--- config.mk ---
export PLATFORM = sky130hd
export DESIGN_NAME = encap_coef_sequencer
export DESIGN_NICKNAME = d
export VERILOG_FILES = /design/src/rtl/encap_coef_sequencer.sv
export SDC_FILE = /design/constraint.sdc
export NUM_CORES = 1
export LEC_CHECK = 0
export CAP_MARGIN = 0
export CELL_PAD_IN_SITES_DETAIL_PLACEMENT = 0
export CELL_PAD_IN_SITES_GLOBAL_PLACEMENT = 1
export CORE_MARGIN = 8
export CORE_UTILIZATION = 25
export DETAILED_ROUTE_END_ITERATION = 12
export PLACE_DENSITY_LB_ADDON = 0.12
export REMOVE_ABC_BUFFERS = 1
export SYNTH_ARGS = -nofsm -noshare
export SYNTH_HDL_FRONTEND = slang
export SYNTH_SLANG_ARGS = --single-unit
export TNS_END_PERCENT = 5
--- constraint.sdc ---
create_clock -name clk -period 1.7 [get_ports clk]
set_clock_uncertainty 0.2 [all_clocks]
set_input_delay 0.34 -clock clk [delete_from_list [all_inputs] [get_ports clk]]
set_output_delay 0.34 -clock clk [all_outputs]
set_load 0.02 [all_outputs]
--- src/rtl/encap_coef_sequencer.sv ---
// Self-sequencing coefficient pass: one header write to the S memory, then P
// coefficients streamed from source to destination memory through a fixed-latency read pipeline.
module encap_coef_sequencer #(
    parameter int P        = 761,
    parameter int AW       = 11,
    parameter int DW       = 13,
    parameter int SW       = 26,
    parameter int RD_LAT   = 1,
    parameter int HDR_ADDR = 2047
) (
    input  logic          clk,
    input  logic          rst,
    input  logic          start,
    input  logic [1:0]    mode,
    input  logic [AW-1:0] deg_in,
    input  logic [DW-1:0] mod_in,
    input  logic [DW-1:0] round_in,
    input  logic          stall,
    output logic          rd_en,
    output logic [AW-1:0] rd_addr,
    output logic          wr_en,
    output logic [AW-1:0] wr_addr,
    output logic [DW-1:0] wr_data,
    output logic          hdr_we,
    output logic [AW-1:0] hdr_addr,
    output logic [SW-1:0] hdr_data,
    output logic          busy,
    output logic          done
);

    generate
        if (P < 2 || (P - 1) >= (1 << AW)) begin : g_bad_p
            $error("P must be at least 2 and P-1 must fit in AW bits");
        end
        if (SW < AW) begin : g_bad_sw
            $error("SW must be at least AW");
        end
        if (RD_LAT < 1 || RD_LAT > 4) begin : g_bad_lat
            $error("RD_LAT must be in 1..4");
        end
    endgenerate

    localparam logic [AW-1:0] LAST_IDX = AW'(P - 1);
    localparam logic [AW-1:0] HDR_A    = AW'(HDR_ADDR);

    typedef enum logic [2:0] {IDLE, HDR, RUN, DRAIN, DONE} state_t;

    state_t        state_reg, state_next;
    logic [AW-1:0] idx_reg, idx_next;
    logic [1:0]    mode_reg, mode_next;
    logic [AW-1:0] deg_reg, deg_next;

    logic [RD_LAT-1:0] vld_vec;
    logic              drain_empty;
    logic [AW-1:0]     head_addr;

    // Read pipeline: stage 0 captures the issued read, the last stage is the write head.
    genvar gi;
    generate
        for (gi = 0; gi < RD_LAT; gi++) begin : g_stage
            logic          v_reg;
            logic [AW-1:0] a_reg;
            if (gi == 0) begin : g_first
                always_ff @(posedge clk) begin
                    if (rst) begin
                        v_reg <= 1'b0;
                        a_reg <= '0;
                    end else begin
                        v_reg <= rd_en;
                        a_reg <= idx_reg;
                    end
                end
            end else begin : g_next
                always_ff @(posedge clk) begin
                    if (rst) begin
                        v_reg <= 1'b0;
                        a_reg <= '0;
                    end else begin
                        v_reg <= g_stage[gi-1].v_reg;
                        a_reg <= g_stage[gi-1].a_reg;
                    end
                end
            end
            assign vld_vec[gi] = v_reg;
        end

        // No reads issue in DRAIN, so the pipeline is empty next cycle once every
        // stage except the head is clear.
        if (RD_LAT == 1) begin : g_drain1
            assign drain_empty = 1'b1;
        end else begin : g_drainn
            assign drain_empty = (vld_vec[RD_LAT-2:0] == '0);
        end
    endgenerate

    assign head_addr = g_stage[RD_LAT-1].a_reg;

    always_ff @(posedge clk) begin
        if (rst) begin
            state_reg <= IDLE;
            idx_reg   <= '0;
            mode_reg  <= '0;
            deg_reg   <= '0;
        end else begin
            state_reg <= state_next;
            idx_reg   <= idx_next;
            mode_reg  <= mode_next;
            deg_reg   <= deg_next;
        end
    end

    always_comb begin
        state_next = state_reg;
        idx_next   = idx_reg;
        mode_next  = mode_reg;
        deg_next   = deg_reg;
        rd_en      = 1'b0;
        rd_addr    = '0;
        hdr_we     = 1'b0;
        hdr_addr   = '0;
        hdr_data   = '0;
        busy       = 1'b0;
        done       = 1'b0;
        case (state_reg)
            IDLE: begin
                if (start) begin
                    mode_next  = mode;
                    deg_next   = deg_in;
                    idx_next   = '0;
                    state_next = HDR;
                end
            end
            HDR: begin
                busy       = 1'b1;
                hdr_we     = 1'b1;
                hdr_addr   = HDR_A;
                hdr_data   = SW'(deg_reg);
                state_next = mode_reg[1] ? DONE : RUN;
            end
            RUN: begin
                busy = 1'b1;
                if (!stall) begin
                    rd_en   = 1'b1;
                    rd_addr = idx_reg;
                    if (idx_reg == LAST_IDX) begin
                        state_next = DRAIN;
                    end else begin
                        idx_next = idx_reg + 1'b1;
                    end
                end
            end
            DRAIN: begin
                busy = 1'b1;
                if (drain_empty) begin
                    state_next = DONE;
                end
            end
            DONE: begin
                busy       = 1'b1;
                done       = 1'b1;
                idx_next   = '0;
                state_next = IDLE;
            end
            default: state_next = IDLE;
        endcase
    end

    // Write side follows the pipeline head; data comes from whichever unit the mode selects.
    always_comb begin
        wr_en   = vld_vec[RD_LAT-1];
        wr_addr = '0;
        wr_data = '0;
        if (wr_en) begin
            wr_addr = head_addr;
            wr_data = mode_reg[0] ? round_in : mod_in;
        end
    end

endmodule

== Yosys cells after proc, flatten, opt, wreduce, memory -nomap -nowiden ==
Cells that the tools add are included.

* Add/sub/neg operators: 1
* Equal/unequal tests: 9
* Muxes and demuxes: 21
* Reductions and logical operators: 6

{| class="wikitable"
|+ Operator list
! operator !! number
|-
| $mux 11 || 8
|-
| $pmux 11 s3 || 1
|-
| $mux 13 || 2
|-
| $mux 3 || 4
|-
| $pmux 3 s4 || 1
|-
| $add 11x1->11 const B || 1
|-
| $eq 11x10->1 const B || 1
|-
| $ne 2x2->1 const B || 4
|-
| $eq 3x2->1 const B || 2
|-
| $mux 1 || 5
|-
| $reduce_and 4->1 || 1
|-
| $reduce_or 4->1 || 1
|-
| $eq 3x1->1 const B || 1
|-
| $eq 3x3->1 const B || 1
|-
| $logic_not 3->1 || 1
|-
| $reduce_and 3->1 || 1
|-
| $reduce_bool 3->1 || 1
|-
| $reduce_and 2->1 || 1
|}

* Register bits after elaboration: 39
* Input port bits: 43
* Output and inout port bits: 77
* Word-level logic and storage cells: 43

== Longest topological paths before layout ==
Gate-level depths: netlist of the first run.

* Word-level depth: 4
* Gate-level depth with buffers: 6
* Mapped depth without buffers: 6

== Least setup slack after synthesis of the first run ==
Ideal clock, no wire load.

* Path type: register -> output
* Start point: register state_reg[2]
* End point: output port hdr_data[1]
* Arrival time: 1635 ps
* Required time: 1160 ps
* Slack: -475 ps
* Stages on the path, launching flop included: 5
* Path buffers: 2
* Path through: dfxtp_1 > buf_2 > nor3b_1 > clkbuf_1 > and2_1

* Longest elaborated chain between the ends: 2

{| class="wikitable"
|+ Ends and longest elaborated chain
! item !! line !! text
|-
| from (decl) || 48 || <nowiki>state_t state_reg, state_next;</nowiki>
|-
| from (signal assigned) || 105 || <nowiki>state_reg <= state_next;</nowiki>
|-
| $eq 3x1->1 || 124 || <nowiki>case (state_reg)</nowiki>
|-
| $mux 11 || 124 ||
|-
| to (decl) || 26 || <nowiki>output logic [SW-1:0] hdr_data,</nowiki>
|}

No other way between the ends.

== Final worst setup path of the first run ==
* Start point: register state_reg[0]
* End point: output port rd_addr[4]

* Longest elaborated chain between the ends: 2

{| class="wikitable"
|+ Ends and longest elaborated chain
! item !! line !! text
|-
| $eq 3x2->1 || 124 ||
|-
| $mux 11 || 124 ||
|-
| to (decl) || 20 || <nowiki>output logic [AW-1:0] rd_addr,</nowiki>
|}

No other way between the ends.

==> results.json, run 1 <==
{
  "synth_area_per_cell_um2": 8.295,
  "met2WireLength_um": 3465,
  "worst_setup_path_start_kind": "flip-flop",
  "cts_made_buffers": 5,
  "final-setup-viol-count": 61,
  "fp.dieArea_mm2": 0.01224,
  "cts_tree": "yes",
  "fmax_ghz": 0.4943,
  "grt_usage": 0.1194,
  "p_sw_frac": 0.2710,
  "dr.pass1.iters": 4,
  "worstPathCellList": "nor4b_4, buf_4, clkbuf_16, and2_4, buf_6",
  "antenna_found_initial": 0,
  "wl_met3_um": 399,
  "slowest_stage": "dfxtp_4",
  "grt_max_degree": 24,
  "finalCriticalPeriod_ns": 2.023,
  "p_seq_frac": 0.420,
  "seqCellArea_um2": 792.0,
  "initial_core_util": 0.2568,
  "violations": "setup timing",
  "dpl-instance-area_mm2": 0.003652,
  "grt-ovfl-total": 0,
  "netlist.area_leader.share": 0.3486,
  "drt_iter0_drc": 113,
  "nets": 454,
  "worstPathMaxFanout": 7,
  "ios": 120,
  "synth.ff_latch_count": 39,
  "fin_cells": 518,
  "synthFlopType": "dfxtp_1",
  "synth-edff-count": 0,
  "leakagePower_nw": 1.675,
  "hold_buffers": 0,
  "die_x_um": 110.7,
  "reg2reg_slack_ns": -0.27,
  "post_synth_num_cell_types": 43,
  "port_buffers": 104,
  "hold_viol_final": 0,
  "switchingPower_w": 0.0006192,
  "p_total_w": 0.002285,
  "setup_slack_ns": -0.3231,
  "p_per_area_mw_per_mm2": 596.3,
  "critical_path_class": "flip-flop to output pin",
  "cts_root_buffer": "clkbuf_8",
  "required_ns": 1.16,
  "internal_power_w": 0.001666,
  "cts_max_level": 2,
  "synth_area_mm2": 0.002240,
  "layout_common_cells": "72 x buf_4, 41 x clkdlybuf4s50_1, 34 x dfxtp_1",
  "cap_violations": 0,
  "die_y_um": 110.7,
  "grt_pass1_wl_um": 12270,
  "area_growth_pct": 71.12,
  "core_mm2": 0.008721,
  "insertion_delay_ns": 0.29,
  "synth_top_area_cell": "dfxtp_1",
  "drt_wl_total_um": 7501,
  "place.gp.congestion": 0.7420,
  "peakVddDrop_uv": 449.5,
  "std_cell_rows": 34,
  "synth_top_cells_by_area": "dfxtp_1 35%, and2_1 9.8%, buf_4 8.7%",
  "post-place-ws_ns": -0.8580,
  "vias": 2255,
  "viasPerCell": 4.353,
  "num-fill-cells": 892,
  "maxSlewViolCount": 0,
  "ant_nets": 0,
  "synth-warning-count": 0,
  "crit_path_end_kind": "output pin",
  "drc": 0,
  "post-route-period-util": 1.190,
  "post-dp-hpwl_um": 5716,
  "p_comb_frac": 0.246,
  "status": "finished with violations",
  "top_layer_used": "met4",
  "multi_input_area_mm2": 0.001356,
  "hold_path_class": "flip-flop to flip-flop",
  "syn_inst": 270,
  "grt_pass1_vias": 2271,
  "cts_sinks": 39,
  "drt-met1-wl_um": 3555,
  "cp.arrival_ns": 1.48,
  "drive_gt1_frac": 0.4000,
  "rsz0062_at_grt": "true",
  "wire_per_inst_um": 14.48,
  "num_antenna_cells": 0,
  "cts_buffer_depth": 2,
  "yosysSeqAreaShare": 0.3486,
  "final_area_mm2": 0.003832,
  "synthArstFlopShare": 0,
  "slowest_delay_ns": 0.37,
  "fin_setup_tns_ns": -11.11,
  "dp.cells": 505,
  "final_common_cell": "buf_4",
  "clk_pin_slew_ns": 0.08,
  "power_frac_clock": 0.334
}
-- Yosys cell counts (all sizes together), types with 2 or more instances --
cell and count:
nand4b 2, buf 34, o21ai 2, and2 35
a41oi 2, nor3 4, nand4 5, nand2 34
clkbuf 10, nor2b 21, nor4b 2, or3b 2
nor2 6, mux2i 14, a21oi 17, nand2b 3
a22o 2, ha 2, a31oi 2, inv 3
dfxtp 39, nand3 10, and4 2, a311oi 4
-- path summary, 6_finish.rpt --
path,to,from,cells past startpoint
worst max-delay path,rd_addr[4],state_reg[0],5
worst min-delay path,deg_reg[7],deg_reg[7],2
worst max register to register,idx_reg[5],state_reg[0],8
worst min register to register,deg_reg[7],deg_reg[7],2
-- power groups by stage --
| stage | registers, W | clock network, W | logic [W] |
|---|---|---|---|
| after global routing | 0.000964 | 0.000826 | 0.000612 |
| after detailed placement | 0.000981 | 0 | 0.000549 |
| after global placement | 0.000981 | 0 | 0.000546 |
| final | 0.000960 | 0.000764 | 0.000562 |
| after CTS | 0.000960 | 0.000805 | 0.000563 |
| after floorplan | 0.000990 | 0 | 0.000220 |
-- worst max-delay path: cells and delay by family, from the launching register on --
| family | cells | cell delay [ns] |
|---|---|---|
| buffers and inverters | 3 | 0.42 |
| AND/OR/NAND/NOR | 2 | 0.41 |
| flip-flops | 1 | 0.37 |
-- per-stage QoR --
step                      hold slack (ns)  utilization
after detailed placement           0.2435       0.4188
after global routing               0.2726       0.4395
final                              0.2519       0.4395
after global placement             0.2367       0.4188
after floorplan                    0.2067            -
after CTS                          0.2549       0.4350
-- cell type report --
cell class,count,share of cell area
repair buffers,162,0.3719
multi-input cells,198,0.3539
flip-flops and latches,39,0.2067
well taps,108,0.03526
clock buffers,5,0.01796
clock inverters,3,0.01143
inverters,3,0.002938
-- layer usage --
metal / global-route usage / vias up
li1: - / 1150
met2: 0.1892 / 83
met5: 0 / -
met3: 0.03193 / 6
met4: 0.03694 / 0
met1: 0.1534 / 1016
-- timing repair --
item	4_1_cts	5_1_grt
setup buffers	3	2
endpoints found under the setup margin	74	77
gates resized for setup	331	24
pin swaps	20	4
gates cloned	1	0
-- kinds of logic after synthesis --
family / count (synthesis) / share of synthesized area
compound gates: 36 / 0.1145
xor+xnor: 1 / 0.003911
simple gates: 130 / 0.3324
buf+inv: 47 / 0.1251
mux: 14 / 0.06257
other cells: 1 / 0.001674
flops: 39 / 0.3486
fa+ha+maj: 2 / 0.01117
Note: power is estimated with default switching activity, not from simulation.
==> inputs of run 2 (changes only) <==
--- a/config.mk
+++ b/config.mk
@@ -10,6 +10,7 @@
 export CELL_PAD_IN_SITES_GLOBAL_PLACEMENT = 1
 export CORE_MARGIN = 8
 export CORE_UTILIZATION = 25
+export CTS_BUF_LIST = sky130_fd_sc_hd__clkbuf_4 sky130_fd_sc_hd__clkbuf_8
 export DETAILED_ROUTE_END_ITERATION = 12
 export PLACE_DENSITY_LB_ADDON = 0.12
 export REMOVE_ABC_BUFFERS = 1
==> results of run 2 <==
Same layout as run 1: the final DEF is identical, and so are final timing and power.
==> inputs of run 3 (changes only) <==
--- a/config.mk
+++ b/config.mk
@@ -14,6 +14,8 @@
 export DETAILED_ROUTE_END_ITERATION = 12
 export PLACE_DENSITY_LB_ADDON = 0.12
 export REMOVE_ABC_BUFFERS = 1
+export SETUP_SLACK_MARGIN = 0.4
+export SKIP_CTS_REPAIR_TIMING = 1
 export SYNTH_ARGS = -nofsm -noshare
 export SYNTH_HDL_FRONTEND = slang
 export SYNTH_SLANG_ARGS = --single-unit
==> run 3 against run 2 <==
  * The flow still finishes with violations (setup timing)
  * Non-clock buffer count increased by 1
  * Largest cell class unchanged
  * Power increased by 1.1%
  * First-iteration DRC count decreased by 3.5%
  * Global-route usage decreased by 0.41 points
  * Setup slack improved by 0.025 ns
  * Clock power increased by 0.7%
  * Final cell count increased by 0.19%
==> results.json, run 3 (synthesized netlist as in run 1, its figures left out) <==
{
  "fin_setup_tns_ns": -11.01,
  "cts_max_level": 2,
  "std_cell_rows": 34,
  "violations": "setup timing",
  "die_x_um": 110.7,
  "hold_viol_final": 0,
  "regToRegStartpoint": "idx_reg[0]",
  "fmax_ghz": 0.5006,
  "slowest_delay_ns": 0.38,
  "worstPathMaxFanout": 11,
  "min_to": "deg_reg[5]",
  "cts_sinks": 39,
  "slowest_stage": "dfxtp_4",
  "antenna_found_initial": 0,
  "fp.dieArea_mm2": 0.01224,
  "p_total_w": 0.002310,
  "cp.arrival_ns": 1.46,
  "ios": 120,
  "grtUsageMet2": 0.1844,
  "ant_nets": 0,
  "core_mm2": 0.008721,
  "cts_tree": "yes",
  "leakagePower_nw": 1.930,
  "rr_worst_depth": 8,
  "whs_path_depth": 2,
  "final-setup-viol-count": 62,
  "area_growth_pct": 75.75,
  "grt_max_degree": 24,
  "clk_pin_slew_ns": 0.08,
  "rsz0062_at_grt": "true",
  "hold_path_class": "flip-flop to flip-flop",
  "wire_per_inst_um": 14.34,
  "switchingPower_w": 0.0006259,
  "grt_pass1_wl_um": 11850,
  "crit_path_end_kind": "output pin",
  "cts_buffer_depth": 2,
  "r2r-end": "idx_reg[9]",
  "internal_power_w": 0.001684,
  "cts_root_buffer": "clkbuf_8",
  "final_common_cell": "buf_4",
  "p_comb_frac": 0.251,
  "viasPerCell": 4.364,
  "drt_iter0_drc": 109,
  "whs_ns": 0.2504,
  "min-delay-start": "deg_reg[5]",
  "critical_path_class": "flip-flop to output pin",
  "p_per_area_mw_per_mm2": 586.8,
  "die_y_um": 110.7,
  "drc": 0,
  "p_seq_frac": 0.417,
  "insertion_delay_ns": 0.29,
  "power_frac_clock": 0.333,
  "layout_common_cells": "69 x buf_4, 40 x clkdlybuf4s50_1, 33 x nand2_1, 33 x dfxtp_1, 24 x and2_1",
  "cts_made_buffers": 5,
  "finalCriticalPeriod_ns": 1.998,
  "grt_usage": 0.1154,
  "num-fill-cells": 873,
  "port_buffers": 104,
  "vias": 2265,
  "path_buf_inv": 3,
  "maxSlewViolCount": 0,
  "grt_pass1_vias": 2221,
  "initial_core_util": 0.2568,
  "drive_gt1_frac": 0.3455,
  "post-dp-hpwl_um": 5716,
  "worstPathCellList": "nor3b_4, buf_4, clkbuf_16, dlymetal6s2s_1",
  "globalRouteMet1Util": 0.1458,
  "status": "finished with violations",
  "place.gp.congestion": 0.7420,
  "peakVddDrop_uv": 452.1,
  "drt_wl_total_um": 7443,
  "dr.pass1.iters": 4,
  "met3_usage": 0.03193,
  "worst_setup_path_start_kind": "flip-flop",
  "top_usage_layer": "met2",
  "required_ns": 1.16,
  "crit_family": "buffers and inverters",
  "p_sw_frac": 0.2710,
  "num_antenna_cells": 0,
  "grt-ovfl-total": 0,
  "setup_slack_ns": -0.2977,
  "post-route-period-util": 1.175,
  "reg2reg_slack_ns": -0.18,
  "nets": 455,
  "cap_violations": 0
}
## run 3: layout make-up
| class | instances | area, um^2 | area share |
|---|---|---|---|
| Inverter | 3 | 11.26 | 0.002861 |
| Clock inverter | 3 | 43.79 | 0.01113 |
| Clock buffer | 5 | 68.82 | 0.01748 |
| Tap cell | 108 | 135.1 | 0.03433 |
| Sequential cell | 39 | 790.8 | 0.2009 |
| Timing Repair Buffer | 163 | 1564 | 0.3973 |
| Multi-Input combinational cell | 198 | 1323 | 0.3360 |
## run 3: routing by layer
metal  vias up  share of wire
met5         -              0
met4         0          0.015
met3         8          0.053
met2        84           0.46
met1      1025           0.47
li1       1148              -
## run 3: how the worst max path moves through the flow
stage | slack [ns] | to | cells after the start | start
finish | -0.30 | hdr_addr[7] | 4 | state_reg[0]
floorplan | -5.53 | hdr_data[0] | 2 | state_reg[0]
global route | -0.38 | rd_addr[10] | 4 | state_reg[2]
global placement | -0.83 | rd_addr[8] | 5 | stall
detailed placement | -0.86 | rd_addr[8] | 5 | stall
CTS | -0.86 | rd_addr[8] | 5 | stall
## run 3: stage by stage
step	cells	cell area, um^2	setup WS, ns	util
2_1_floorplan	240	2023	-5.526	-
3_3_place_gp	505	3652	-0.8260	0.4188
3_5_place_dp	505	3652	-0.8580	0.4188
4_1_cts	513	3765	-0.8579	0.4317
5_1_grt	519	3936	-0.3797	0.4514
6_report	519	3936	-0.2977	0.4514
## run 3: worst register-to-register path: cells and delay by family (launching register included)
| family | cells | cell delay [ns] |
|---|---|---|
| flip-flops | 1 | 0.32 |
| AO/OA/AOI/OAI | 2 | 0.56 |
| adder cells (fa/ha/maj) | 1 | 0.14 |
| buffers and inverters | 3 | 0.40 |
| AND/OR/NAND/NOR | 2 | 0.20 |
## run 3: power groups by stage
stage | clock [W] | sequential, W | combinational (W)
2_1_floorplan | 0 | 0.000990 | 0.000220
3_3_place_gp | 0 | 0.000981 | 0.000546
3_5_place_dp | 0 | 0.000981 | 0.000549
4_1_cts | 0.000805 | 0.000960 | 0.000550
5_1_grt | 0.000826 | 0.000966 | 0.000627
6_report | 0.000769 | 0.000962 | 0.000579
